===== config.mk =====
export PLATFORM = sky130hd
export DESIGN_NAME = wir_sel_ctrl_flat
export DESIGN_NICKNAME = d
export VERILOG_FILES = /design/src/rtl/wir_sel_ctrl_if.sv /design/src/rtl/wir_sel_ctrl.sv /design/src/flat_wrapper.sv
export SDC_FILE = /design/constraint.sdc
export NUM_CORES = 1
export LEC_CHECK = 0
export ABC_AREA = 0
export CAP_MARGIN = 20
export CORE_UTILIZATION = 30
export CTS_BUF_LIST = sky130_fd_sc_hd__clkbuf_16
export DETAILED_ROUTE_END_ITERATION = 10
export PLACE_DENSITY = 0.58
export SETUP_SLACK_MARGIN = 0.3
export SYNTH_ARGS = -nofsm -noshare
export SYNTH_HDL_FRONTEND = slang
export SYNTH_SLANG_ARGS = --single-unit
export TNS_END_PERCENT = 20

===== constraint.sdc =====
create_clock -name clk -period 4.87 [get_ports clk]
set_clock_uncertainty 0.2 [all_clocks]
set_input_delay 0.7305 -clock clk [delete_from_list [all_inputs] [get_ports clk]]
set_output_delay 0.7305 -clock clk [all_outputs]
set_load 0.02 [all_outputs]

===== src/rtl/wir_sel_ctrl_if.sv =====
// WSP-side wrapper-instruction bus for wir_sel_ctrl.
// Carries parity_err only when WIR_PARITY_EN is defined.
interface wir_sel_ctrl_if #(
    parameter int NUM_MUX = 8,
    parameter int WIR_LEN = 3
);
    logic               wsi;
    logic               select_wir;
    logic               capture_wr;
    logic               shift_wr;
    logic               update_wr;
    logic               wso_wir;
    logic [WIR_LEN-1:0] instr;
    logic [NUM_MUX-1:0] mux_sel;
    logic               se;
    logic               he;
    logic               busy;
`ifdef WIR_PARITY_EN
    logic               parity_err;

    modport master (
        output wsi, select_wir, capture_wr, shift_wr, update_wr,
        input  wso_wir, instr, mux_sel, se, he, busy, parity_err
    );
    modport slave (
        input  wsi, select_wir, capture_wr, shift_wr, update_wr,
        output wso_wir, instr, mux_sel, se, he, busy, parity_err
    );
`else
    modport master (
        output wsi, select_wir, capture_wr, shift_wr, update_wr,
        input  wso_wir, instr, mux_sel, se, he, busy
    );
    modport slave (
        input  wsi, select_wir, capture_wr, shift_wr, update_wr,
        output wso_wir, instr, mux_sel, se, he, busy
    );
`endif
endinterface


===== src/rtl/wir_sel_ctrl.sv =====
// IEEE 1500 WIR controller: serial WIR, registered mux/SE/HE decode, safe-state sequencer.
// Optional feature: WIR_PARITY_EN adds an odd-parity bit to the WIR and a parity_err pulse.
module wir_sel_ctrl #(
    parameter int                 NUM_MUX  = 8,
    parameter int                 WIR_LEN  = 3,
    parameter logic [NUM_MUX-1:0] WPC_MASK = NUM_MUX'(8'b0011_1000),
    parameter int                 SAFE_CYC = 2
) (
    input  logic          clk,
    input  logic          rst,
    wir_sel_ctrl_if.slave bus
);

`ifdef WIR_PARITY_EN
    localparam int SRW = WIR_LEN + 1;
`else
    localparam int SRW = WIR_LEN;
`endif

    localparam logic [WIR_LEN-1:0] OP_WPC    = WIR_LEN'(1);
    localparam logic [WIR_LEN-1:0] OP_EXTEST = WIR_LEN'(2);
    localparam logic [WIR_LEN-1:0] OP_INTEST = WIR_LEN'(3);
    localparam logic [3:0]         CNT_INIT  = 4'(SAFE_CYC - 1);

    typedef enum logic {ACTIVE, SAFE} state_e;

    typedef struct packed {
        logic [NUM_MUX-1:0] mux;
        logic               se;
        logic               he;
    } dec_t;

    localparam dec_t DEC_BYP = '{mux: '0, se: 1'b0, he: 1'b1};

    function automatic dec_t decode(input logic [WIR_LEN-1:0] op);
        dec_t d;
        d = DEC_BYP;
        unique case (1'b1)
            (op == OP_WPC):    d = '{mux: WPC_MASK, se: 1'b1, he: 1'b0};
            (op == OP_EXTEST): d = '{mux: '1, se: 1'b0, he: 1'b1};
            (op == OP_INTEST): d = '{mux: '1, se: 1'b1, he: 1'b0};
            default:           d = DEC_BYP;
        endcase
        return d;
    endfunction

    logic [SRW-1:0]     sr_q, sr_d, cap_val;
    logic [WIR_LEN-1:0] instr_q, op;
    state_e             state_q;
    logic [3:0]         cnt_q;
    dec_t               out_q, dec_op, dec_act;
    logic               busy_q, perr_q;
    logic               upd_en, par_ok, load;

    assign op = sr_q[WIR_LEN-1:0];

`ifdef WIR_PARITY_EN
    assign par_ok  = ^sr_q;
    assign cap_val = {~^instr_q, instr_q};
`else
    assign par_ok  = 1'b1;
    assign cap_val = instr_q;
`endif

    assign upd_en  = bus.select_wir & bus.update_wr;
    assign load    = upd_en & par_ok & (op != instr_q);
    assign dec_op  = decode(op);
    assign dec_act = decode(instr_q);

    // Capture wins over shift; update always sees the pre-edge shift stage.
    always_comb begin
        sr_d = sr_q;
        if (bus.select_wir) begin
            if (bus.capture_wr)
                sr_d = cap_val;
            else if (bus.shift_wr)
                sr_d = {bus.wsi, sr_q[SRW-1:1]};
        end
    end

    always_ff @(posedge clk) begin
        if (rst) begin
            sr_q    <= '0;
            instr_q <= '0;
            state_q <= ACTIVE;
            cnt_q   <= '0;
            out_q   <= DEC_BYP;
            busy_q  <= 1'b0;
            perr_q  <= 1'b0;
        end else begin
            sr_q   <= sr_d;
            perr_q <= upd_en & ~par_ok;
            if (load) begin
                instr_q <= op;
                if (SAFE_CYC == 0) begin
                    state_q <= ACTIVE;
                    out_q   <= dec_op;
                    busy_q  <= 1'b0;
                end else begin
                    // counter holds remaining safe cycles minus one
                    state_q <= SAFE;
                    cnt_q   <= CNT_INIT;
                    out_q   <= DEC_BYP;
                    busy_q  <= 1'b1;
                end
            end else if (state_q == SAFE) begin
                if (cnt_q == '0) begin
                    state_q <= ACTIVE;
                    out_q   <= dec_act;
                    busy_q  <= 1'b0;
                end else begin
                    cnt_q <= cnt_q - 4'd1;
                end
            end
        end
    end

    assign bus.wso_wir = sr_q[0];
    assign bus.instr   = instr_q;
    assign bus.mux_sel = out_q.mux;
    assign bus.se      = out_q.se;
    assign bus.he      = out_q.he;
    assign bus.busy    = busy_q;
`ifdef WIR_PARITY_EN
    assign bus.parity_err = perr_q;
`else
    logic unused_perr;
    assign unused_perr = perr_q;
`endif

endmodule


===== src/flat_wrapper.sv =====
// flat-port wrapper written by rule: the top's interface ports become plain ports
module wir_sel_ctrl_flat 
#(
    parameter int                 NUM_MUX  = 8,
    parameter int                 WIR_LEN  = 3,
    parameter logic [NUM_MUX-1:0] WPC_MASK = NUM_MUX'(8'b0011_1000),
    parameter int                 SAFE_CYC = 2
)
  (clk, rst, bus_wsi, bus_select_wir, bus_capture_wr, bus_shift_wr, bus_update_wr, bus_wso_wir, bus_instr, bus_mux_sel, bus_se, bus_he, bus_busy);
  wir_sel_ctrl_if #(.NUM_MUX(NUM_MUX), .WIR_LEN(WIR_LEN)) bus_i ();
  input  logic clk;
  input  logic rst;
  input wire logic [$bits(bus_i.wsi)-1:0] bus_wsi;
  input wire logic [$bits(bus_i.select_wir)-1:0] bus_select_wir;
  input wire logic [$bits(bus_i.capture_wr)-1:0] bus_capture_wr;
  input wire logic [$bits(bus_i.shift_wr)-1:0] bus_shift_wr;
  input wire logic [$bits(bus_i.update_wr)-1:0] bus_update_wr;
  output wire logic [$bits(bus_i.wso_wir)-1:0] bus_wso_wir;
  output wire logic [$bits(bus_i.instr)-1:0] bus_instr;
  output wire logic [$bits(bus_i.mux_sel)-1:0] bus_mux_sel;
  output wire logic [$bits(bus_i.se)-1:0] bus_se;
  output wire logic [$bits(bus_i.he)-1:0] bus_he;
  output wire logic [$bits(bus_i.busy)-1:0] bus_busy;
  assign bus_i.wsi = bus_wsi;
  assign bus_i.select_wir = bus_select_wir;
  assign bus_i.capture_wr = bus_capture_wr;
  assign bus_i.shift_wr = bus_shift_wr;
  assign bus_i.update_wr = bus_update_wr;
  assign bus_wso_wir = bus_i.wso_wir;
  assign bus_instr = bus_i.instr;
  assign bus_mux_sel = bus_i.mux_sel;
  assign bus_se = bus_i.se;
  assign bus_he = bus_i.he;
  assign bus_busy = bus_i.busy;
  wir_sel_ctrl #(.NUM_MUX(NUM_MUX), .WIR_LEN(WIR_LEN), .WPC_MASK(WPC_MASK), .SAFE_CYC(SAFE_CYC)) u_core (.clk(clk), .rst(rst), .bus(bus_i));
endmodule

==> impl_metrics.toml <==
[layout]
fill_cells = 252
final_cell_mix = "clkdlybuf4s50_1 (21), dfxtp_1 (16), nand2_1 (11)"
area_delta_synth_final_pct = 34.3
diodes = 0
ff_latch_area_um2 = 320
layout-drive-gt1-share = 0.0600
final_common_cell = "clkdlybuf4s50_1"
nets = 110
final_cells = 130
multiInputGateArea_um2 = 393

[critical_path]
cp-start-kind = "flip-flop"
ff2ff_path_depth = 5
crit_slowest_cell = "clkdlybuf4s50_1"
path_cells = "clkdlybuf4s50_1"
worst_path_dominant_cell_family = "buffers and inverters"
crit_cells = 1
arrival_ns = 1.33
r2r_end = "u_core.bus.he$_SDFFE_PP1P_"
max_stage_delay_ns = 0.65
path_class = "flip-flop to output pin"
critPathCaptureType = "output pin"
cp_num_buf_inv = 1
ff2ff_setup_slack_ns = 3.10
worstSetupStartpoint = "u_core.bus.instr[2]$_SDFFE_PP0P_"
crit_fanout = 7
critPathRequiredTime_ns = 3.94
reg2reg_from = "u_core.cnt_q[0]$_SDFFE_PP0P_"
endpoint = "bus_instr[2]"

[sta]
slew_viol_final = 0
finalHoldViolCount = 0
tightest_slew_ns = 0.587
finalSetupTns_ns = 0
rsz0062_at_grt = "false"
setup_viol = 0
period_needed_ns = 2.26
period_share = 0.465
fmax_mhz = 442
maxSlewHeadroom = 0.604

[cts]
cts-root-buf = "clkbuf_16"
cts_resized = 0
cts_tree = "built"
cts.path.max_buffers = 2
clk_latency_ns = 0.24
post_cts_buffers = 0
htree_levels = 1
cts_buffers = 3
ctsHoldBuffers = 0
clkTransAtPathRegs_ns = 0.05
cts_sinks = 16

[global_route]
grt.total_usage = 0.127
grt_pass1_vias = 596
overflow = 0
grt_max_degree = 12
grt_pass1_wl_mm = 2.54
antenna_found_initial = 0

[power_and_ir_drop]
power_per_cell_area_nw_per_um2 = 323
leakage_nw = 0.362
ir_drop_v = 0.000159

[outcome]
status = "finished clean"

[synthesis]
synthArstFlopShare = 0
ys_seq_area_frac = 0.412
yosysUniqueCellTypes = 25
synth_area_um2 = 777
avgSynthCellArea_um2 = 9.25
syn_nets = 92
syn_inst = 84
ys_seq_elements = 16
yosys_warnings = 0
ys.flop_type = "dfxtp_1"
synth_edf_count = 0

[flow_run]
maxCapViolCount = 0

[route]
drt_iter0_drc = 8
viasPerCell = 5.04
ant_nets = 0
vias = 655
routed_wl_mm = 1.46
wl_per_cell_um = 11.2
drc_errors = 0
drt_pre_antenna_iters = 3

[placement]
gp_congestion = 0.720
hpwl_mm = 1.12
dp_cells = 127
portBuffers = 21

[min_path]
hold_class = "flip-flop to flip-flop"

[floorplanning]
die_height_um = 52.9
coreArea_um2 = 2450
die_width_um = 52.9
row_count = 18
dieArea_um2 = 2800
start_util = 0.317
ios = 22
==> cells in the mapped netlist (2+ instances only) <==
cell | count | share of area
a211oi_1 | 3 | 0.029
a21o_1 | 3 | 0.029
a21oi_1 | 10 | 0.064
buf_4 | 7 | 0.068
dfxtp_1 | 16 | 0.41
inv_1 | 2 | 0.0097
mux2i_1 | 4 | 0.052
nand2_1 | 11 | 0.053
nand3_1 | 4 | 0.026
nor2_1 | 6 | 0.029
or3b_1 | 2 | 0.023
xor2_1 | 3 | 0.034
==> routing by layer <==
layer	global-route usage	up-vias	share of wire
li1	-	329	-
met1	0.157	299	0.47
met2	0.194	23	0.43
met3	0.0316	4	0.065
met4	0.0789	0	0.029
met5	0	-	0
==> power by group <==
group / switching (mW) / internal [mW] / leakage, nW
clock network: 0.0484 / 0.108 / 0.0370
registers: 0.00556 / 0.136 / 0.130
logic: 0.0202 / 0.0191 / 0.195
==> stage by stage <==
| stage | hold WS (ns) | setup WS (ns) | total power, mW | instance area [um^2] | util |
|---|---|---|---|---|---|
| detailed placement | 0.249 | 2.43 | 0.184 | 968 | 0.394 |
| global placement | 0.246 | 2.41 | 0.183 | 968 | 0.394 |
| global route | 0.292 | 2.53 | 0.351 | 1040 | 0.425 |
| finish | 0.253 | 2.61 | 0.337 | 1040 | 0.425 |
| floorplan | 0.271 | 3.14 | 0.169 | 777 | - |
| CTS | 0.255 | 2.60 | 0.340 | 1040 | 0.425 |
==> worst min-delay path by stage <==
stage / from / end / slack [ns] / cells after the start
CTS: u_core.bus.se$_SDFFE_PP0P_ / u_core.bus.se$_SDFFE_PP0P_ / 0.26 / 2
global route: u_core.bus.busy$_SDFFE_PP0P_ / u_core.bus.busy$_SDFFE_PP0P_ / 0.29 / 2
global placement: u_core.bus.se$_SDFFE_PP0P_ / u_core.bus.se$_SDFFE_PP0P_ / 0.25 / 2
detailed placement: u_core.bus.se$_SDFFE_PP0P_ / u_core.bus.se$_SDFFE_PP0P_ / 0.25 / 2
floorplan: u_core.cnt_q[2]$_SDFFE_PP0P_ / u_core.cnt_q[2]$_SDFFE_PP0P_ / 0.27 / 2
finish: u_core.bus.se$_SDFFE_PP0P_ / u_core.bus.se$_SDFFE_PP0P_ / 0.25 / 2
==> cells by family after synthesis <==
logic type | count (synthesis) | synth area share
xor gates and xnor gates | 3 | 0.0338
and+or+nand+nor | 29 | 0.219
AOI/OAI and AO/OA | 21 | 0.185
buffers and inverters | 10 | 0.0821
muxes | 4 | 0.0515
adders and majority gates | 1 | 0.0161
DFF | 16 | 0.412
==> final cells by class <==
cell class	instances	area share
repair buffers	21	0.201
flip-flops and latches	16	0.307
multi-input cells	58	0.376
clock buffers	3	0.0719
well taps	30	0.0360
inverters	2	0.00719
==> state kept, by name, summed over array words and instances, names as in the netlist <==
signal	cells
u_core.bus.instr	3
u_core.state_q	1
u_core.bus.he	1
u_core.bus.se	1
u_core.cnt_q	4
u_core.bus.mux_sel	2
u_core.op	3
u_core.bus.busy	1
Note: power is estimated with default switching activity, not from simulation.
